===== src/rtl/hit_stop_ctrl.sv =====
`default_nettype none
// ============================================================================
// Module      : hit_stop_ctrl
// Description : Collision detector and hit-stop sequencer for the goose game.
//               Latches goose/bean overlap during a frame, commits at most one
//               hit per frame boundary, freezes obstacles for a fixed number
//               of frames, then respawns them or holds game-over until a
//               restart button edge.
// Revision    : 1.0 - initial release
// ============================================================================
module hit_stop_ctrl #(
    parameter int HSTOP_FRAMES = 30,
    parameter int LIVES        = 3
) (
    input  logic       clk,
    input  logic       reset,
    input  logic       pix_tick,
    input  logic       frame_tick,
    input  logic       video_on,
    input  logic       goose,
    input  logic       bean,
    input  logic       restart_btn,
    output logic       check_hit,
    output logic       obj_reset,
    output logic       game_over,
    output logic [1:0] lives,
    output logic       flash
);

    typedef enum logic [1:0] {
        ST_RUN     = 2'd0,
        ST_HSTOP   = 2'd1,
        ST_RESPAWN = 2'd2,
        ST_OVER    = 2'd3
    } state_t;

    // Counter runs HSTOP_FRAMES-1 down to 0, expiring on the tick seen at 0.
    localparam logic [7:0] c_cnt_load = 8'(HSTOP_FRAMES - 1);
    localparam logic [1:0] c_lives    = 2'(LIVES);

    state_t     state_q, state_d;
    logic [1:0] lives_q, lives_d;
    logic [7:0] cnt_q, cnt_d;
    logic       latch_q, latch_d;
    logic       restart_prev_q;
    logic       check_hit_q, check_hit_d;
    logic       obj_reset_q, obj_reset_d;
    logic       game_over_q, game_over_d;
    logic       flash_q, flash_d;

    logic       w_ovl;
    logic       w_restart_rise;

    assign w_ovl          = pix_tick & video_on & goose & bean;
    assign w_restart_rise = restart_btn & ~restart_prev_q;

    // Next-state, counter, lives and output decode from the upcoming state.
    always_comb begin
        state_d = state_q;
        lives_d = lives_q;
        cnt_d   = cnt_q;
        latch_d = 1'b0;
        case (state_q)
            ST_RUN: begin
                if (frame_tick) begin
                    // Current-cycle overlap counts, so a hit on the boundary pixel is not lost.
                    if (latch_q | w_ovl) begin
                        lives_d = lives_q - 2'd1;
                        cnt_d   = c_cnt_load;
                        state_d = ST_HSTOP;
                    end
                end else begin
                    latch_d = latch_q | w_ovl;
                end
            end
            ST_HSTOP: begin
                if (frame_tick) begin
                    if (cnt_q == 8'd0) begin
                        state_d = (lives_q == 2'd0) ? ST_OVER : ST_RESPAWN;
                    end else begin
                        cnt_d = cnt_q - 8'd1;
                    end
                end
            end
            ST_RESPAWN: begin
                state_d = ST_RUN;
            end
            ST_OVER: begin
                if (w_restart_rise) begin
                    lives_d = c_lives;
                    state_d = ST_RESPAWN;
                end
            end
            default: begin
                state_d = ST_RUN;
            end
        endcase

        check_hit_d = (state_d != ST_RUN);
        obj_reset_d = (state_d == ST_RESPAWN);
        game_over_d = (state_d == ST_OVER);
        flash_d     = (state_d == ST_HSTOP) & cnt_d[2];
    end

    // State and registered outputs; active-low synchronous reset wins over everything.
    always_ff @(posedge clk) begin
        if (!reset) begin
            state_q        <= ST_RUN;
            lives_q        <= c_lives;
            cnt_q          <= 8'd0;
            latch_q        <= 1'b0;
            restart_prev_q <= 1'b0;
            check_hit_q    <= 1'b0;
            obj_reset_q    <= 1'b0;
            game_over_q    <= 1'b0;
            flash_q        <= 1'b0;
        end else begin
            state_q        <= state_d;
            lives_q        <= lives_d;
            cnt_q          <= cnt_d;
            latch_q        <= latch_d;
            restart_prev_q <= restart_btn;
            check_hit_q    <= check_hit_d;
            obj_reset_q    <= obj_reset_d;
            game_over_q    <= game_over_d;
            flash_q        <= flash_d;
        end
    end

    assign check_hit = check_hit_q;
    assign obj_reset = obj_reset_q;
    assign game_over = game_over_q;
    assign lives     = lives_q;
    assign flash     = flash_q;

endmodule
`default_nettype wire


===== config.mk =====
export PLATFORM = sky130hd
export DESIGN_NAME = hit_stop_ctrl
export DESIGN_NICKNAME = d
export VERILOG_FILES = /design/src/rtl/hit_stop_ctrl.sv
export SDC_FILE = /design/constraint.sdc
export NUM_CORES = 1
export LEC_CHECK = 0
export CAP_MARGIN = 10
export CELL_PAD_IN_SITES_DETAIL_PLACEMENT = 1
export CELL_PAD_IN_SITES_GLOBAL_PLACEMENT = 1
export CORE_MARGIN = 5
export CORE_UTILIZATION = 30
export CTS_CLUSTER_DIAMETER = 80
export DETAILED_ROUTE_END_ITERATION = 10
export PLACE_DENSITY = 0.65
export SLEW_MARGIN = 20
export SYNTH_ARGS = -nofsm -noshare
export SYNTH_HDL_FRONTEND = slang
export SYNTH_SLANG_ARGS = --single-unit

===== constraint.sdc =====
create_clock -name clk -period 5.4 [get_ports clk]
set_clock_uncertainty 0.15 [all_clocks]
set_input_delay 1.08 -clock clk [delete_from_list [all_inputs] [get_ports clk]]
set_output_delay 1.08 -clock clk [all_outputs]
set_load 0.02 [all_outputs]

After elaboration in Yosys (flattened, before gate mapping):

Index checks and enable logic that the tools add are counted.

* flip-flop bits (word level): 18
* latch bits: 0
* RAM bits: 0
* memory bits (read-only): 0
* output and inout port bits: 6
* memories: 0

* $add $sub $neg: 2
* $mul: 0
* divide/modulo/power cells: 0
* magnitude comparators: 0
* equal/unequal tests: 11
* shifts and indexed selects: 0
* mux-type cells: 16
* bitwise operators: 9
* reduce and logical (&&, ||, !) cells: 9

Operators by type and width (count)
* two-way mux 8 bit: 4
* two-way mux 2 bit: 8
* one-hot mux 8 bit (2 select lines): 1
* != test 2 bit (second input constant): 5
* == test 2 bit (second input constant): 4
* zero test 8 bit: 1
* one-hot mux 2 bit (4 select lines): 1
* subtractor 8 x 1 -> 8 bit (second input constant): 1
* nonzero test 2 bit: 3
* bitwise AND 1 bit: 5
* AND reduction 5 bit: 1
* == test 2 x 1 -> 1 bit (second input constant): 2
* zero test 2 bit: 2
* one-hot mux 2 bit (2 select lines): 1
* AND reduction 4 bit: 1
* NOT 1 bit: 3
* OR reduction 3 bit: 1
* subtractor 2 x 1 -> 2 bit (second input constant): 1
* two-way mux 1 bit: 1
* OR 1 bit: 1

Longest topological paths before layout:

Gate-level depths: netlist of the first run.

* word-level depth: 9
* gate-level depth with buffers: 6
* depth with buffers taken out: 6

Worst setup path before layout of the first run:

OpenSTA, ideal clock, no wires.

* path kind: input to register
* start: in goose
* end: reg lives_q[1], in the netlist lives[1]
* library setup time: 0.114 ns
* arrival: 2.063 ns
* data required time: 5.136 ns
* path slack: 3.073 ns
* cell stages on the path: 4
* cells stage by stage: a41oi_1 nor3_1 or3_1 a21o_1

* cells in the longest elaborated chain, start to end: 5

Ends and longest elaborated chain
* start, declared: line 20 `input logic goose,`
* bitwise AND 1 bit (2 in a row): line 54 `assign w_ovl = pix_tick & video_on & goose & bean;`
* OR 1 bit: line 67 `if (latch_q | w_ovl) begin`
* != test 2 bit (no line)
* AND reduction 4 bit (no line)
* end signal, assigned: line 109 `lives_q <= c_lives;`
* end signal, assigned: line 119 `lives_q <= lives_d;`
* end, declared: line 42 `logic [1:0] lives_q, lives_d;`

Every way passes these cells.
A chain may end at the register's enable or synchronous reset.

Final worst setup path of the first run:

* start: in frame_tick
* end: reg cnt_q[5]

* cells in the longest elaborated chain, start to end: 2

Ends and longest elaborated chain
* start, declared: line 18 `input logic frame_tick,`
* != test 2 bit (no line)
* AND reduction 5 bit (no line) (*)
* end signal, assigned: line 120 `cnt_q <= cnt_d;`
* end, declared: line 43 `logic [7:0] cnt_q, cnt_d;`

Mark *: on every way between the ends. The rest lies on a longest branch, timed or not.

==> impl_summary.md, run 1 <==
Outcome
The run finished with clean final reports.

Synthesis
For this run, the number of Yosys warnings is 0. Of the total synthesized cell area, the portion taken by XOR and XNOR cells is 0%. In this run, distinct cell masters in the synthesized netlist total 41. The total standard cell area after synthesis is about 970 um^2. The synthesized design devotes to its leading area cell type 37.1% of total area. Sequential cells were found to cover 37.1% of the synthesized design area. The adder-cell share of the synthesized area is 3.86%.

The count of flip-flops with a built-in enable after synthesis is 0. In this run, synthesis produced a sequential element count of 18. Averaged over all synthesized cells, the footprint is 8.45 um^2. Yosys attributes the largest share of cell area to sky130_fd_sc_hd__dfxtp_1 (37%), sky130_fd_sc_hd__a21oi_1 (4.1%), sky130_fd_sc_hd__ha_1 (3.9%).

In the synthesized netlist the dominant register cell turns out to be sky130_fd_sc_hd__dfxtp_1. The top cell type by total area after synthesis is sky130_fd_sc_hd__dfxtp_1. When the netlist entered floorplanning its net count stood at 126. By area, the combinational part of the netlist is dominated by simple AND/OR/NAND/NOR gates. The async set or reset register ratio after synthesis is 0%. The complex-gate fraction of the synthesized area is 23.7%. The synthesized instance count is 115.

The mux cell area share after synthesis is 0%. The basic-gate share of the synthesized area counting and, or, nand and nor cells is 29.7%.

Clocking
For this design, the CTS-stage hold fixing added 0 buffers. After clock tree synthesis, the clock-pin slew on the worst setup and hold paths is 120 ps. For the worst-skew pair, the clock arrives at the later sink with an insertion delay of 300 ps. The tree is rooted in a sky130_fd_sc_hd__clkbuf_4. The tree built by TritonCTS fans out to 18 sinks. In this run the number of H-tree levels came out at 1. Counting the buffers created by CTS gives 3. The number of buffers inserted to repair setup after CTS is 0.

No sink is reached through more buffers than the 2 on the longest clock path. The CTS tree is done. After clock tree synthesis, the repair step resized 0 gates.

Critical path
The count of cells along the worst register-to-register path is 4. The critical path is of the input port to flip-flop type. In this design, the stage delay of the slowest critical-path cell is 610 ps. Of all nets on the critical path, the largest fanout is 7. The slowest cell on the critical path is sky130_fd_sc_hd__clkdlybuf4s50_1. The start of the worst register-to-register path is state_q[0].

STA puts the critical path data arrival time at about 2700 ps. The register-to-register setup slack is 3300 ps. Walking the worst path, the cells encountered are clkdlybuf4s50_1, nand3b_1, a21oi_1, a21oi_1, a311oi_1. The most frequent cell on the critical path is sky130_fd_sc_hd__a21oi_1. The kind of end point of the critical path is a flip-flop. In this run the critical register-to-register path is captured at cnt_q[5]. The data required time of the worst path is about 5500 ps. The startpoint class of the critical path is an input port.

STA
Setup repair after global routing left no endpoint under its margin. In this run the tightest slew margin relative to its limit is 56.2%. On the final layout, the worst hold slack is 366 ps. The worst path needs 2660 ps of the cycle, external delays included. The max-slew violation count was 0. The number of hold violations in the final report is 0. Static timing analysis puts the maximum clock frequency at 376 MHz. The final setup TNS is 0 ps.

The total of endpoints with negative setup slack in the final report is 0. The post-route fraction of the period consumed by the critical path is 49.2%. The worst-margin pin slew is 656 ps.

Floorplan
After floorplanning, the core was sized to cover 3080 um^2. The effective utilization at floorplan is 31.6%. The floorplan has 20 rows. The overall die height is 66.9 um. The die covers roughly 4500 um^2. The floorplan die width is 66.9 um. During I/O placement, the number of pins put on the boundary was 14.

Placed design
The number of buffers inserted by port buffering is 13. The congestion estimate from routability-driven global placement came to 0.740. In this run the cell area measured after placement is 1130 um^2. The half-perimeter wire length after placement is around 1.8 mm.

Global route
The first global-routing pass estimated ~4.1 mm of wire. The number of antenna violations at the first check in global routing was 0. The remaining global-route overflow is 0.

The via count of the first global-routing pass is 848. The global router's overall resource usage is 11.8%. The pin count of the biggest net entering global routing is 20.

Route
For this run, design rule violations remaining after detail routing come to 0. The detailed router's first-iteration violation count is 29. The residual antenna-violating net count after detailed routing is 0. The number of iterations in the first detailed-routing pass is 4. For this block, the via count after detailed routing is 902. The total wire length after detailed routing is 2.46 mm. Dividing the detail-routed via count by the number of cells gives 5.27. Dividing the detail-routed wire length by the instance count gives between 10 and 15 um.

Power
The total power draw is approximately 260 uW. The internal portion of the total power is 192 uW. Registers are responsible for a little over half of the overall power. Combinational logic burns 13.6% of the power. The analysis attributes to cell leakage a power of 0.000446 uW. The largest voltage drop on the vdd net is 0.0795 mV.

The fraction of power spent switching nets is 26.9%. The clock network power share is 33.8%. Dividing total power by cell area gives a power density of 225 nW/um^2. Summed over all nets, the switching power comes to 70.7 uW.

Final layout
The area growth from synthesis to layout is 19.8%. The core utilization of the finished layout is 37.8%. Once layout is done, the placed cells without fillers occupy 1160 um^2. Counting the fill cells in the layout gives 376. The antenna diode count is 0. The number of nets in the layout is 139. The commonest non-fill, non-tap cell in the layout is sky130_fd_sc_hd__dfxtp_1. In the layout the commonest cells are sky130_fd_sc_hd__dfxtp_1 (18), sky130_fd_sc_hd__clkdlybuf4s50_1 (13), sky130_fd_sc_hd__nand2_1 (10), sky130_fd_sc_hd__a21oi_1 (8). The post-route netlist has 8.66% of its cells at a drive strength greater than 1.

Hold path
The worst hold path class is flip-flop to flip-flop. The worst hold path begins at cnt_q[6]. The number of cells on the worst hold path is 2. The worst hold endpoint is cnt_q[6].

Job
Across the run, the number of max-cap violations was 0.
## worst max path at each step
stage | from | to | slack [ps] | depth (start not counted)
floorplan | goose | lives[1] | 3070 | 4
global placement | reset | latch_q | 2490 | 3
detailed placement | goose | lives[1] | 2440 | 5
CTS | goose | lives[1] | 2770 | 5
global route | frame_tick | cnt_q[5] | 2590 | 5
finish | frame_tick | cnt_q[5] | 2740 | 5
## stage by stage
stage	std cells	worst slack [ps]
floorplan	115	3070
global placement	167	2490
detailed placement	167	2440
CTS	171	2770
global route	171	2590
finish	171	2740
## cells by family (layout without fill, tap and decap cells)
family	count (synthesis)	count (layout)
simple gates	50	50
compound gates	32	32
flops	18	18
buf+inv	12	24
fa+ha+maj	3	3
## flip-flops by register name, indices dropped and copies added, names as in the netlist
signal,cells
state_q,2
cnt_q,8
restart_prev_q,1
latch_q,1
lives,2
flash,1
game_over,1
check_hit,1
obj_reset,1
## cells in the mapped netlist, types with 2 or more instances
library cell and count:
sky130_fd_sc_hd__ha_1 3, sky130_fd_sc_hd__a311oi_1 2, sky130_fd_sc_hd__nand2_1 10, sky130_fd_sc_hd__or3_1 3
sky130_fd_sc_hd__buf_2 2, sky130_fd_sc_hd__inv_1 6, sky130_fd_sc_hd__a21oi_1 8, sky130_fd_sc_hd__a221oi_2 2
sky130_fd_sc_hd__a41oi_1 2, sky130_fd_sc_hd__o21a_1 2, sky130_fd_sc_hd__nor3_1 7, sky130_fd_sc_hd__o21ai_0 2
sky130_fd_sc_hd__nor2_1 7, sky130_fd_sc_hd__nor2b_1 2, sky130_fd_sc_hd__clkbuf_1 2, sky130_fd_sc_hd__nand2b_1 3
sky130_fd_sc_hd__nand3_1 5, sky130_fd_sc_hd__a21o_1 3, sky130_fd_sc_hd__dfxtp_1 18, sky130_fd_sc_hd__o21ai_1 2
sky130_fd_sc_hd__and2_1 2, sky130_fd_sc_hd__a31oi_1 3
## critical path, delay by kind of cell
family | cells | cell delay, ps
AO/OA/AOI/OAI | 3 | 860
buffers and inverters | 1 | 610
AND/OR/NAND/NOR | 1 | 170
## layout make-up
type	count	area, um^2	share of cell area [%]
inverter	7	26.3	2.26
timing repair buffer	13	130	11.2
tap	44	55.1	4.73
sequential	18	360	30.9
multi-input combinational	85	557	47.8
clock buffer	4	36.3	3.11
## power groups by stage
stage                     Combinational, uW  Clock, uW  Sequential (uW)
final                                  35.7       88.8              138
after CTS                              35.7       91.4              138
after global routing                   39.3       96.6              139
after detailed placement               35.4          0              141
after floorplan                        23.3          0              140
after global placement                 35.5          0              141
## routing by layer
metal / global-route usage (%) / share of wire, % / vias to the layer above
met5: 0 / 0 / -
met4: 4.56 / 0.98 / 0
met3: 2.70 / 4.7 / 2
met2: 17.6 / 43 / 11
met1: 16.2 / 52 / 439
li1: - / - / 450
(Power assumes the default switching activity.)
==> run 2: changes to the inputs <==
==> constraint.sdc (replaced) <==
create_clock -name clk -period 2.7 [get_ports clk]
set_clock_uncertainty 0.15 [all_clocks]
set_input_delay 0.54 -clock clk [delete_from_list [all_inputs] [get_ports clk]]
set_output_delay 0.54 -clock clk [all_outputs]
set_load 0.02 [all_outputs]
==> impl_summary.md, run 2 (synthesis gave the netlist of run 1 again) <==
Placed design
The number of buffers inserted by port buffering is 13. The minimum setup slack after placement is 265 ps. The half-perimeter wire length after placement is 1.92 mm. The global placement routability congestion is 0.722.

Clocking
The number of H-tree levels is 1. The number of buffers inserted for hold repair after clock tree synthesis is 0. The master cell of the clock root buffer is sky130_fd_sc_hd__clkbuf_4. The number of buffers created by CTS is 3. The count of instances resized after the clock tree is built is 0.

The number of buffers inserted to repair setup after CTS is 0. The clock transition at the registers of the reported paths is 110 ps. The tree built by TritonCTS fans out to 18 sinks. The clock reaches the later pin of the worst-skew pair after ~300 ps. The CTS tree is done.

The maximum clock path buffer count is 2.

Critical path
The kind of end point of the critical path is a flip-flop. The startpoint class of the critical path is an input port. Data on the critical path is required at its endpoint by 2760 ps. The worst setup path is of the input port to flip-flop kind. In this run the worst path has a maximum fanout of 5. Data on the critical path arrives at its endpoint at 2150 ps.

Job
Max-cap violations in this run came to 0.

Final layout
The register with the most flip-flops in the layout has 8 of them. Relative to the synthesized area, the layout overhead comes to 21.4%. The number of antenna diodes in the final layout is 0. The post-route netlist has between 10 and 15% of its cells at a drive strength greater than 1. The number of nets in the layout is 141.

The register with the highest flop count is cnt_q. In the layout the commonest cells are sky130_fd_sc_hd__dfxtp_1 (18), sky130_fd_sc_hd__clkdlybuf4s50_1 (13), sky130_fd_sc_hd__nand2_1 (10), sky130_fd_sc_hd__a21oi_1 (8). The commonest non-fill, non-tap cell in the layout is sky130_fd_sc_hd__dfxtp_1. The total of fill cells in the finished design is approximately 380.

Route
For this run, design rule violations remaining after detail routing come to 0. Dividing the detail-routed wire length by the instance count gives 14.6 um. The routed design has 2.53 mm of wire. The via density per instance is 5.20.

The detailed router's first-iteration violation count is 9. The number of iterations in the first detailed-routing pass is 4. The total number of vias is 900. The residual antenna-violating net count after detailed routing is 0.

Global route
The remaining global-route overflow is 0. The pin count of the biggest net entering global routing is 20. The global router's overall resource usage is 12.7%.

The via count of the first global-routing pass is 876. The number of antenna violations at the first check in global routing is 0. The first global-routing pass estimated 4.26 mm of wire.

Floorplan
Once the floorplan was initialized, standard cells occupied a little under a third of the core. The overall die height is ~67 um. The area of the die is ~4500 um^2. The floorplan die width is approximately 67 um.

After floorplanning, the core was divided into 20 placement rows. The I/O pin count is 14. The total core area is 3080 um^2.

STA
Setup violations remaining at the end of the flow were counted as 0. The post-route fraction of the period consumed by the critical path is 77.6%. The worst slew slack as a fraction of its limit is 54.1%.

The clock period could shrink to 2100 ps. The final worst-path setup slack is 604 ps. The number of hold violations in the final report was 0.

Derived from the worst setup path, the maximum achievable clock frequency is 477 MHz. The worst-margin pin slew is 687 ps. Setup repair after global routing left no endpoint under its margin. The max-slew violation count is 0. The final worst hold slack is 380 ps. The final setup TNS is 0 ps.

Outcome
The flow ran to the end, and the final reports show no timing, DRC or antenna violations.

Power
The design draws around 520 uW. The largest voltage drop on the vdd net is ~0.18 mV. In this run the static leakage power is between 0.0004 and 0.0005 uW. The ratio of total power to cell area is 444 nW/um^2.

Hold path
The tightest min-delay check is of the flip-flop to flip-flop type.
[run 2: changes by cell type in the layout (fill, tap and decap cells not counted)]
| cell | before | now |
|---|---|---|
| sky130_fd_sc_hd__buf_4 | 0 | 2 |
[run 2: per-stage QoR]
| step | instances | instance area [um^2] | utilization [%] |
|---|---|---|---|
| after floorplan | 115 | 972 | - |
| after global placement | 169 | 1140 | 37.2 |
| after detailed placement | 169 | 1140 | 37.2 |
| after CTS | 173 | 1180 | 38.3 |
| after global routing | 173 | 1180 | 38.3 |
| final | 173 | 1180 | 38.3 |
[run 2: power breakdown]
group	total [uW]	switching (uW)	internal (uW)
clock	176	93.2	82.4
combinational	72.6	40.3	32.4
sequential	276	5.92	270
total	524	139	385
[run 2: area by class of cell]
type                       instances  area [um^2]  share of cell area [%]
sequential                        18          360                    30.5
multi-input combinational         85          557                    47.2
timing repair buffer              15          145                    12.3
tap                               44         55.1                    4.67
inverter                           7         26.3                    2.23
clock buffer                       4         36.3                    3.08
[run 2: worst paths after layout]
kind / cells past startpoint / endpoint / slack [ps] / from
worst min register to register: 2 / lives[0] / 380 / lives[0]
worst min-delay path: 2 / lives[0] / 380 / lives[0]
worst max-delay path: 5 / lives[1] / 600 / goose
worst max register to register: 7 / cnt_q[6] / 690 / cnt_q[0]
[run 2: worst max-delay path, cell delays in order]
cell and delay [ps]:
sky130_fd_sc_hd__clkdlybuf4s50_1 400, sky130_fd_sc_hd__a41oi_1 450, sky130_fd_sc_hd__nor3_1 180, sky130_fd_sc_hd__or3_1 390, sky130_fd_sc_hd__a21o_1 190
[run 2: routing by layer]
layer  track usage, %  up-vias  wire length [um]
li1                 -      454                 -
met1             17.4      429              1310
met2             18.7       12              1090
met3             2.87        5                76
met4             6.08        0                52
met5                0        -                 0
